## src/rtl/processor_stage2.sv

```systemverilog
//==============================================================================
// Module : processor_stage2
// Brief  : Operand stage - decode, register read with write-back forwarding,
//          ry+imm8 address generation and pipeline register into stage3.
// Rev    : 1.0
//==============================================================================
`default_nettype none

module processor_stage2 #(
    parameter int ADDR_SIZE = 18,
    parameter int WORD_SIZE = 18
) (
    input  logic                 clock,
    input  logic                 reset,
    input  logic                 in_valid,
    output logic                 in_ready,
    input  logic [ADDR_SIZE-1:0] in_code_word,
    input  logic [ADDR_SIZE-1:0] in_ip,
    input  logic [ADDR_SIZE-1:0] in_ip_plus_one,
    input  logic                 stall,
    output logic [2:0]           reg_read_addr0,
    output logic [2:0]           reg_read_addr1,
    input  logic [WORD_SIZE-1:0] reg_read_data0,
    input  logic [WORD_SIZE-1:0] reg_read_data1,
    input  logic                 wb_enable,
    input  logic [2:0]           wb_addr,
    input  logic [WORD_SIZE-1:0] wb_data,
    input  logic                 call_performed,
    output logic [ADDR_SIZE-1:0] memory_addr,
    output logic                 memory_write_enable,
    output logic [WORD_SIZE-1:0] memory_write_data,
    output logic                 no_operation,
    output logic [WORD_SIZE-1:0] alu_data0,
    output logic [WORD_SIZE-1:0] alu_data1,
    output logic [ADDR_SIZE-1:0] data1_plus_imm8,
    output logic [ADDR_SIZE-1:0] code_word,
    output logic [ADDR_SIZE-1:0] ip,
    output logic [ADDR_SIZE-1:0] ip_plus_one
);

    localparam logic [3:0] OP_WRITE_TO_MEMORY = 4'd3;

    logic [3:0]           w_opcode;
    logic [2:0]           w_rx;
    logic [2:0]           w_ry;
    logic [ADDR_SIZE-1:0] w_imm_sext;
    logic [WORD_SIZE-1:0] w_rx_fwd;
    logic [WORD_SIZE-1:0] w_ry_fwd;
    logic [ADDR_SIZE-1:0] w_sum;

    logic                 nop_q,   nop_d;
    logic [WORD_SIZE-1:0] a0_q,    a0_d;
    logic [WORD_SIZE-1:0] a1_q,    a1_d;
    logic [ADDR_SIZE-1:0] sum_q,   sum_d;
    logic [ADDR_SIZE-1:0] cw_q,    cw_d;
    logic [ADDR_SIZE-1:0] ip_q,    ip_d;
    logic [ADDR_SIZE-1:0] ipp1_q,  ipp1_d;

    assign w_opcode   = in_code_word[17:14];
    assign w_rx       = in_code_word[13:11];
    assign w_ry       = in_code_word[10:8];
    assign w_imm_sext = {{(ADDR_SIZE-8){in_code_word[7]}}, in_code_word[7:0]};

    // Write-back forwarding also covers load-use: stage3 routes memory_out onto wb_data.
    assign w_rx_fwd = (wb_enable && wb_addr == w_rx) ? wb_data : reg_read_data0;
    assign w_ry_fwd = (wb_enable && wb_addr == w_ry) ? wb_data : reg_read_data1;
    assign w_sum    = ADDR_SIZE'(w_ry_fwd) + w_imm_sext;

    assign in_ready            = !stall;
    assign reg_read_addr0      = w_rx;
    assign reg_read_addr1      = w_ry;
    assign memory_addr         = w_sum;
    assign memory_write_data   = w_rx_fwd;
    assign memory_write_enable = reset && in_valid && in_ready && !call_performed
                                 && (w_opcode == OP_WRITE_TO_MEMORY);

    always_comb begin
        nop_d  = nop_q;
        a0_d   = a0_q;
        a1_d   = a1_q;
        sum_d  = sum_q;
        cw_d   = cw_q;
        ip_d   = ip_q;
        ipp1_d = ipp1_q;
        if (!stall) begin
            if (call_performed) begin
                nop_d  = 1'b1;
                a0_d   = '0;
                a1_d   = '0;
                sum_d  = '0;
                cw_d   = '0;
                ip_d   = '0;
                ipp1_d = '0;
            end else if (in_valid) begin
                nop_d  = 1'b0;
                a0_d   = w_rx_fwd;
                a1_d   = w_ry_fwd;
                sum_d  = w_sum;
                cw_d   = in_code_word;
                ip_d   = in_ip;
                ipp1_d = in_ip_plus_one;
            end else begin
                nop_d  = 1'b1;
            end
        end
    end

    always_ff @(posedge clock) begin
        if (!reset) begin
            nop_q  <= 1'b1;
            a0_q   <= '0;
            a1_q   <= '0;
            sum_q  <= '0;
            cw_q   <= '0;
            ip_q   <= '0;
            ipp1_q <= '0;
        end else begin
            nop_q  <= nop_d;
            a0_q   <= a0_d;
            a1_q   <= a1_d;
            sum_q  <= sum_d;
            cw_q   <= cw_d;
            ip_q   <= ip_d;
            ipp1_q <= ipp1_d;
        end
    end

    assign no_operation    = nop_q;
    assign alu_data0       = a0_q;
    assign alu_data1       = a1_q;
    assign data1_plus_imm8 = sum_q;
    assign code_word       = cw_q;
    assign ip              = ip_q;
    assign ip_plus_one     = ipp1_q;

endmodule

`default_nettype wire

```

## config.mk

```make
export PLATFORM = sky130hd
export DESIGN_NAME = processor_stage2
export DESIGN_NICKNAME = d
export VERILOG_FILES = /design/src/rtl/processor_stage2.sv
export SDC_FILE = /design/constraint.sdc
export NUM_CORES = 1
export LEC_CHECK = 0
export ABC_AREA = 1
export CORE_ASPECT_RATIO = 0.9
export CORE_MARGIN = 4
export CORE_UTILIZATION = 43
export CTS_CLUSTER_DIAMETER = 120
export DETAILED_ROUTE_END_ITERATION = 8
export PLACE_DENSITY = 0.86
export SYNTH_ARGS = -nofsm -noshare
export SYNTH_HDL_FRONTEND = slang
export SYNTH_SLANG_ARGS = --single-unit
export TNS_END_PERCENT = 100
```

## constraint.sdc

```tcl
create_clock -name clock -period 10.36 [get_ports clock]
set_clock_uncertainty 0.15 [all_clocks]
set_input_delay 2.59 -clock clock [delete_from_list [all_inputs] [get_ports clock]]
set_output_delay 2.59 -clock clock [all_outputs]
set_load 0.02 [all_outputs]
```

Word-level counts from Yosys, hierarchy flattened
Cells that the tools add are included.
{ "totals": {"ff_bits": 109, "latchBits": 0, "mem_bits_rw": 0, "romBits": 0, "input_bits": 117, "output_inout_bits": 153, "wordCells": 38, "mem_count": 0} }
{ "op_classes": {"add_sub_neg": 1, "multipliers": 0, "div_mod_pow": 0, "order_cmp": 0, "n_eq_ne": 3, "shift": 0, "n_mux": 16, "bitwise_logic": 1, "reduce_logical": 10} }
{ "ops": {"columns": ["operator", "count"], "rows": [
  ["$mux 18", 14],
  ["$add 18x18->18", 1],
  ["$eq 3x3->1", 2],
  ["$logic_and 1x1->1", 6],
  ["$eq 4x2->1 const B", 1],
  ["$logic_not 1->1", 2],
  ["$mux 1", 2],
  ["$reduce_and 2->1", 1],
  ["$reduce_bool 2->1", 1],
  ["$not 1->1", 1]
]} }

Depth between registers and ports, before layout
Gate-level depths: netlist of run 1.
{ "logic_depth": {"ltp_word": 6, "ltp_mapped": 21, "depth_no_buf": 20} }

Worst setup path after synthesis of run 1
Ideal clock, no wire load.
{ "synth_timing": {"kind": "in2out", "from": "in in_code_word[8]", "to": "out memory_addr[16]", "arrival_ps": 4847, "required_time_ps": 7620, "setup_slack_ps": 2773, "cell_stages": 19, "n_path_buf": 1, "cell_sequence": "inv_1 -> nand2_1 -> nand2_1 -> nor2_1 -> nand2_2 -> clkbuf_1 -> nand2_1 -> o21a_1 -> inv_1 -> ha_1 -> fa_1 -> nand2_1 -> nand2_1 -> nand2_1 -> o21ai_0 -> nand2_1 -> nand2_1 -> nand2_1 -> and2_1"} }
{ "synth_between": {"elab_chain_len": 4} }
{ "synth_rtl": {"columns": ["item", "line", "rtl"], "rows": [
  ["start: declaration", "17", "input logic [ADDR_SIZE-1:0] in_code_word,"],
  ["$eq 3x3->1", "66", "assign w_ry_fwd = (wb_enable && wb_addr == w_ry) ? wb_data : reg_read_data1;"],
  ["$logic_and 1x1->1", "66", null],
  ["$mux 18", "66", null],
  ["$add 18x18->18", "67", "assign w_sum = ADDR_SIZE'(w_ry_fwd) + w_imm_sext;"],
  ["end: declaration", "29", "output logic [ADDR_SIZE-1:0] memory_addr,"]
]} }
Every way passes these cells.

Worst setup path after layout of run 1
{ "layout_timing": {"from": "in in_code_word[9]", "to": "out memory_addr[16]"} }
Same word-level chain as after synthesis.

==> results of run 1 <==
==> registers in the layout, summed over array words and instances (netlist names) <==
signal and cells:
ip_plus_one 18, code_word 18, alu_data0 18, no_operation 1, alu_data1 18, data1_plus_imm8 18, ip 18
==> worst paths after layout <==
kind	start	endpoint	slack (ns)
max	in_code_word[9]	memory_addr[16]	1.10
max reg2reg	no_operation	no_operation	9.53
min reg2reg	data1_plus_imm8[9]	data1_plus_imm8[9]	0.30
min	data1_plus_imm8[9]	data1_plus_imm8[9]	0.30
==> worst max-delay path: cells and delay by family <==
family	cells	cell delay [ns]
AOI/OAI and AO/OA	2	0.86
buffers and inverters	4	1.27
and+or+nand+nor	10	1.35
adders and majority gates	2	0.44
==> through the flow <==
| stage | setup slack (ns) | hold WS, ns |
|---|---|---|
| floorplan | 2.773 | 0.3774 |
| global placement | 1.329 | 0.2867 |
| detailed placement | 1.184 | 0.2886 |
| CTS | 1.161 | 0.3038 |
| global route | 0.8580 | 0.3324 |
| finish | 1.098 | 0.3049 |
==> kinds of logic (layout without fill, tap and decap cells) <==
logic type,after synthesis,after routing,share of synthesized area [%]
AND/OR/NAND/NOR,249,249,20.16
AO/OA/AOI/OAI,164,164,20.45
buffers and inverters,143,396,11.17
flip-flops,109,109,42.35
adder cells (fa/ha/maj),18,18,4.517
XOR/XNOR,8,8,1.360
==> layout make-up <==
cell class,count,area (um2)
well taps,156,195.2
clock inverters,7,91.34
fillers,954,3367
multi-input cells,439,2395
repair buffers,271,2708
flip-flops and latches,109,2182
clock buffers,9,225.2
inverters,109,410.4
==> layout by cell type, fill, tap and decap left out, drive strengths merged, types with 3 or more instances in the layout <==
cell type	netlist	routed
dfxtp	109	109
and2	7	7
a21oi	18	18
o21a	17	17
inv	108	111
xnor2	3	3
clkdlybuf4s50	0	269
ha	17	17
nor3	3	3
nand3	27	27
nand3b	5	5
nor2	24	24
nand2	178	178
clkinv	1	5
o21ai	78	78
clkbuf	15	9
a22o	49	49
xor2	5	5
==> power by group <==
group | switching, uW | internal, uW
Combinational | 170 | 147
Clock | 179 | 175
Sequential | 6.68 | 432
Total | 356 | 754
==> per-layer routing <==
layer / up-vias / share of wire (%) / routed length [um]
met5: - / 0 / 0
met3: 27 / 8.4 / 1505
met1: 2476 / 42 / 7441
met4: 0 / 1.9 / 348
met2: 211 / 48 / 8601
li1: 2731 / - / -
==> impl_metrics.tcl, run 1 <==
set metrics [dict create \
    grt_max_degree 67 \
    gr-max-usage-layer "met2" \
    syn_avg_cell_area_um2 7.457 \
    route.detailed.drc 0 \
    p_leak_uw 0.003659 \
    io_buffers 269 \
    gp_congestion 0.9467 \
    cts_tree "built" \
    end_kind "output pin" \
    num_vias 5445 \
    io_pins 270 \
    drive_above_1_share_pct 2.648 \
    startpoint_type "input port" \
    synth.distinct_cells 29 \
    tightest_slew_ns 0.9874 \
    synth_area_leaders "dfxtp_1 42%, nand2_1 13%, a22o_1 8.3%" \
    post_dp_cell_area_um2 7890 \
    drv_slew 0 \
    synthesis.nets 826 \
    async_reset_ff_share_pct 0 \
    worstPathCellList "clkdlybuf4s50_1, inv_1, nand2_1, nand2_1, nor2_1, nand2_2, o21a_1, inv_1, ha_1, fa_1, nand2_1, nand2_1, nand2_1, o21ai_0, nand2_1, nand3b_1, and2_1, clkdlybuf4s50_1" \
    slew-limit-headroom_pct 34.02 \
    critPathKind "input port to output pin" \
    ctsHtreeMaxLevel 3 \
    syn_area_um2 5152 \
    cts_made_buffers 9 \
    start_util_pct 44.52 \
    clk_latency_ns 0.35 \
    synth.largest_area_cell "dfxtp_1" \
    path_max_fanout 36 \
    firstDrtPassIters 5 \
    die_area_um2 13800 \
    synth_top_area_share_pct 42.35 \
    dp.cells 1084 \
    cap_violations 0 \
    cts_sinks 109 \
    power.density_nw_per_um2 135.2 \
    fin_tns_setup_ns 0 \
    synth-edff-count 0 \
    use_met1_pct 32.22 \
    clk_path_buf_depth 2 \
    dpl.hpwl_um 13980 \
    clk_pin_slew_ns 0.07 \
    antenna_cells 0 \
    use_met3_pct 6.755 \
    die_x_um 123.4 \
    ctsResizeCount 0 \
    critPathMaxStageDelay_ns 0.60 \
    rsz0062_at_grt "false" \
    nets 1074 \
    area_growth_pct 59.28 \
    vias_per_cell 4.950 \
    core_um2 11570 \
    drt_iter0_drc 431 \
    globalRouteMet2Util_pct 43.12 \
    min_path_type "flop to flop" \
    grt_first_pass_wirelength_um 27830 \
    synthFlopType "dfxtp_1" \
    grt_pass1_vias 5136 \
    yosysSeqAreaShare_pct 42.35 \
    cts_setup_buffers 0 \
    outcome "completed" \
    fp.dieH_um 111.8 \
    ys_seq_elements 109 \
    cp.arrival_ns 6.52 \
    final_cells 1100 \
    drtAntennaViolNets 0 \
    post_drt_wl_per_cell_um 16.27 \
    slowest_stage "clkdlybuf4s50_1" \
    synth_most_common_cell "nand2_1" \
    grtUsageTotal_pct 25.54 \
    antenna_found_initial 0 \
    worstRegToRegCells 2 \
    setup_viol 0 \
    fin_crit_ns 9.262 \
    rows 37 \
    syn_inst 691 \
    required_ns 7.62 \
    vdd_ir_drop_max_mv 0.1043 \
    yosysWarningCount 0 \
    synth_commonest_cells "177 x nand2_1, 109 x dfxtp_1, 106 x inv_1" \
    clockRootBuffer "clkbuf_16" \
    wirelength_um 17900 \
    fin_util_pct 70.91 \
    power_uw 1109 \
    hold_viol 0 \
    max_freq_mhz 108.0 \
    gr-total-overflow 0 \
    min_path_cells 2 \
    crit_path_frequent_cell "nand2_1" \
    cts-hold-fix-buffers 0 \
    postLayoutCellArea_um2 8207 \
    period_share_pct 89.40 \
]
(Power assumes the default switching activity.)
==> run 2, diff against run 1 <==
--- a/config.mk
+++ b/config.mk
@@ -6,12 +6,14 @@
 export NUM_CORES = 1
 export LEC_CHECK = 0
 export ABC_AREA = 1
+export CELL_PAD_IN_SITES_DETAIL_PLACEMENT = 1
+export CELL_PAD_IN_SITES_GLOBAL_PLACEMENT = 2
 export CORE_ASPECT_RATIO = 0.9
 export CORE_MARGIN = 4
-export CORE_UTILIZATION = 43
+export CORE_UTILIZATION = 22
 export CTS_CLUSTER_DIAMETER = 120
 export DETAILED_ROUTE_END_ITERATION = 8
-export PLACE_DENSITY = 0.86
+export PLACE_DENSITY_LB_ADDON = 0.1
 export SYNTH_ARGS = -nofsm -noshare
 export SYNTH_HDL_FRONTEND = slang
 export SYNTH_SLANG_ARGS = --single-unit
==> run 2 against run 1 <==
Effect of this change:
- clock power grew 2%
- hold slack gained 0.0043 ns
- combinational power is essentially flat
- global-route usage shrank 9.5 points
- register-to-register slack lost 0.07 ns
- non-clock buffer count grew 2
- fmax grew 0.13%
- critical endpoint is now memory_addr[12]
- highest routed layer unchanged
==> impl_metrics.tcl, run 2 (same netlist as run 1, synthesis figures left out) <==
set metrics [dict create \
    outcome "completed" \
    pwr-share-comb_pct 28.5 \
    antenna_found_initial 0 \
    hold_viol 0 \
    antenna_cells 0 \
    path_max_fanout 24 \
    grtUsageTotal_pct 16.00 \
    power.density_nw_per_um2 133.5 \
    fp.dieH_um 153.2 \
    io_buffers 269 \
    ctsHtreeMaxLevel 3 \
    setup_viol 0 \
    rows 52 \
    wirelength_um 21300 \
    core_um2 22770 \
    dpl.hpwl_um 17010 \
    die_x_um 169.3 \
    drv_slew 0 \
    cts_made_buffers 9 \
    required_ns 7.62 \
    area_growth_pct 62.65 \
    p_int_uw 755.9 \
    vias_per_cell 4.379 \
    rsz0062_at_grt "false" \
    gp_congestion 0.8316 \
    nets 1076 \
    critPathMaxStageDelay_ns 0.60 \
    period_share_pct 89.28 \
    p_clk_share_pct 32.2 \
    startpoint_type "input port" \
    slowest_stage "clkdlybuf4s50_1" \
    tightest_slew_ns 1.092 \
    cts_tree "built" \
    clockRootBuffer "clkbuf_16" \
    cts-hold-fix-buffers 0 \
    final_cell_mix "269 x clkdlybuf4s50_1, 177 x nand2_1, 109 x dfxtp_1" \
    min_path_type "flop to flop" \
    fin_tns_setup_ns 0 \
    switchingPower_uw 363.0 \
    worstPathCellList "clkdlybuf4s50_1, inv_1, nand2_1, nand2_1, nor2_1, nand2_2, o21a_1, inv_1, ha_1, fa_1, nand2_1, nand2_1, nand2_1, o21ai_0, nand2_1, nand3b_1, and2_1, clkdlybuf4s50_1" \
    grt_first_pass_wirelength_um 32840 \
    drt_iter0_drc 239 \
    r2r-start "no_operation" \
    clk_pin_slew_ns 0.07 \
    grt_pass1_vias 5613 \
    clk_path_buf_depth 2 \
    grt_max_degree 78 \
    cap_violations 0 \
    seqPwrFrac_pct 39.2 \
    clk_latency_ns 0.35 \
    max_freq_mhz 108.1 \
    final_common_cell "clkdlybuf4s50_1" \
    p_sw_share_pct 32.44 \
    num_vias 5443 \
    start_util_pct 22.63 \
    vdd_ir_drop_max_mv 0.1049 \
    post_drt_wl_per_cell_um 17.14 \
    fillers 2730 \
    drive_above_1_share_pct 2.854 \
    crit_path_frequent_cell "nand2_1" \
    cp-startpoint "in_code_word[9]" \
    min_from "data1_plus_imm8[7]" \
    io_pins 270 \
    critPathKind "input port to output pin" \
    p_leak_uw 0.003662 \
    slew-limit-headroom_pct 27.00 \
    drtAntennaViolNets 0 \
    cts_setup_buffers 0 \
    ctsResizeCount 0 \
    cts_sinks 109 \
    hold_slack_ns 0.3092 \
    route.detailed.drc 0 \
    cp.arrival_ns 6.51 \
    firstDrtPassIters 4 \
    die_area_um2 25940 \
    end_kind "output pin" \
    gr-total-overflow 0 \
    fin_crit_ns 9.250 \
]
==> run 2: cell types whose count changed in the layout (fill, tap and decap cells not counted), sizes merged <==
cell    change
buf         +2
clkbuf      +1
clkinv      -2
inv         +1
==> run 2: power by group through the flow <==
stage / clock network (uW) / logic, uW / registers (uW)
final: 360 / 319 / 439
after global routing: 392 / 349 / 441
after CTS: 381 / 326 / 439
after detailed placement: 0 / 324 / 449
after global placement: 0 / 322 / 448
after floorplan: 0 / 145 / 465
==> run 2: cell type report <==
type	count	area, um2	share of cell area (%)
clock buffer	10	239.0	2.852
clock inverter	6	60.06	0.7166
timing repair buffer	273	2723	32.49
tap	297	371.6	4.434
sequential	109	2182	26.04
multi-input combinational	439	2395	28.58
inverter	109	410.4	4.897
==> run 2: metrics by stage <==
stage                     setup slack (ns)  area, um2  util [%]  total power, uW  cells
final                                1.110       8381     36.80             1119   1243
after detailed placement             1.115       8082     35.49            772.8   1227
after global routing                0.7026       8381     36.80             1182   1243
after floorplan                      2.773       5152         -            609.5    691
after global placement               1.260       8082     35.49            770.5   1227
after CTS                            1.083       8381     36.80             1147   1243
==> run 2: per-layer routing <==
| layer | share of wire (%) | vias to the layer above | global-route usage, % |
|---|---|---|---|
| li1 | - | 2730 | - |
| met1 | 43 | 2550 | 19.50 |
| met2 | 50 | 150 | 28.80 |
| met3 | 5.5 | 13 | 3.512 |
| met4 | 1.1 | 0 | 3.450 |
| met5 | 0 | - | 0 |
==> run 2: path summary, 6_finish.rpt <==
path	to	cells after the start	slack, ns
min	data1_plus_imm8[7]	2	0.31
max	memory_addr[12]	18	1.11
max reg2reg	no_operation	2	9.46
min reg2reg	data1_plus_imm8[7]	2	0.31
==> run 2: worst max-delay path: cells and delay by family <==
family          cells  cell delay [ns]
buf+inv             4             1.26
simple gates       10             1.27
fa+ha+maj           2             0.49
compound gates      2             0.87
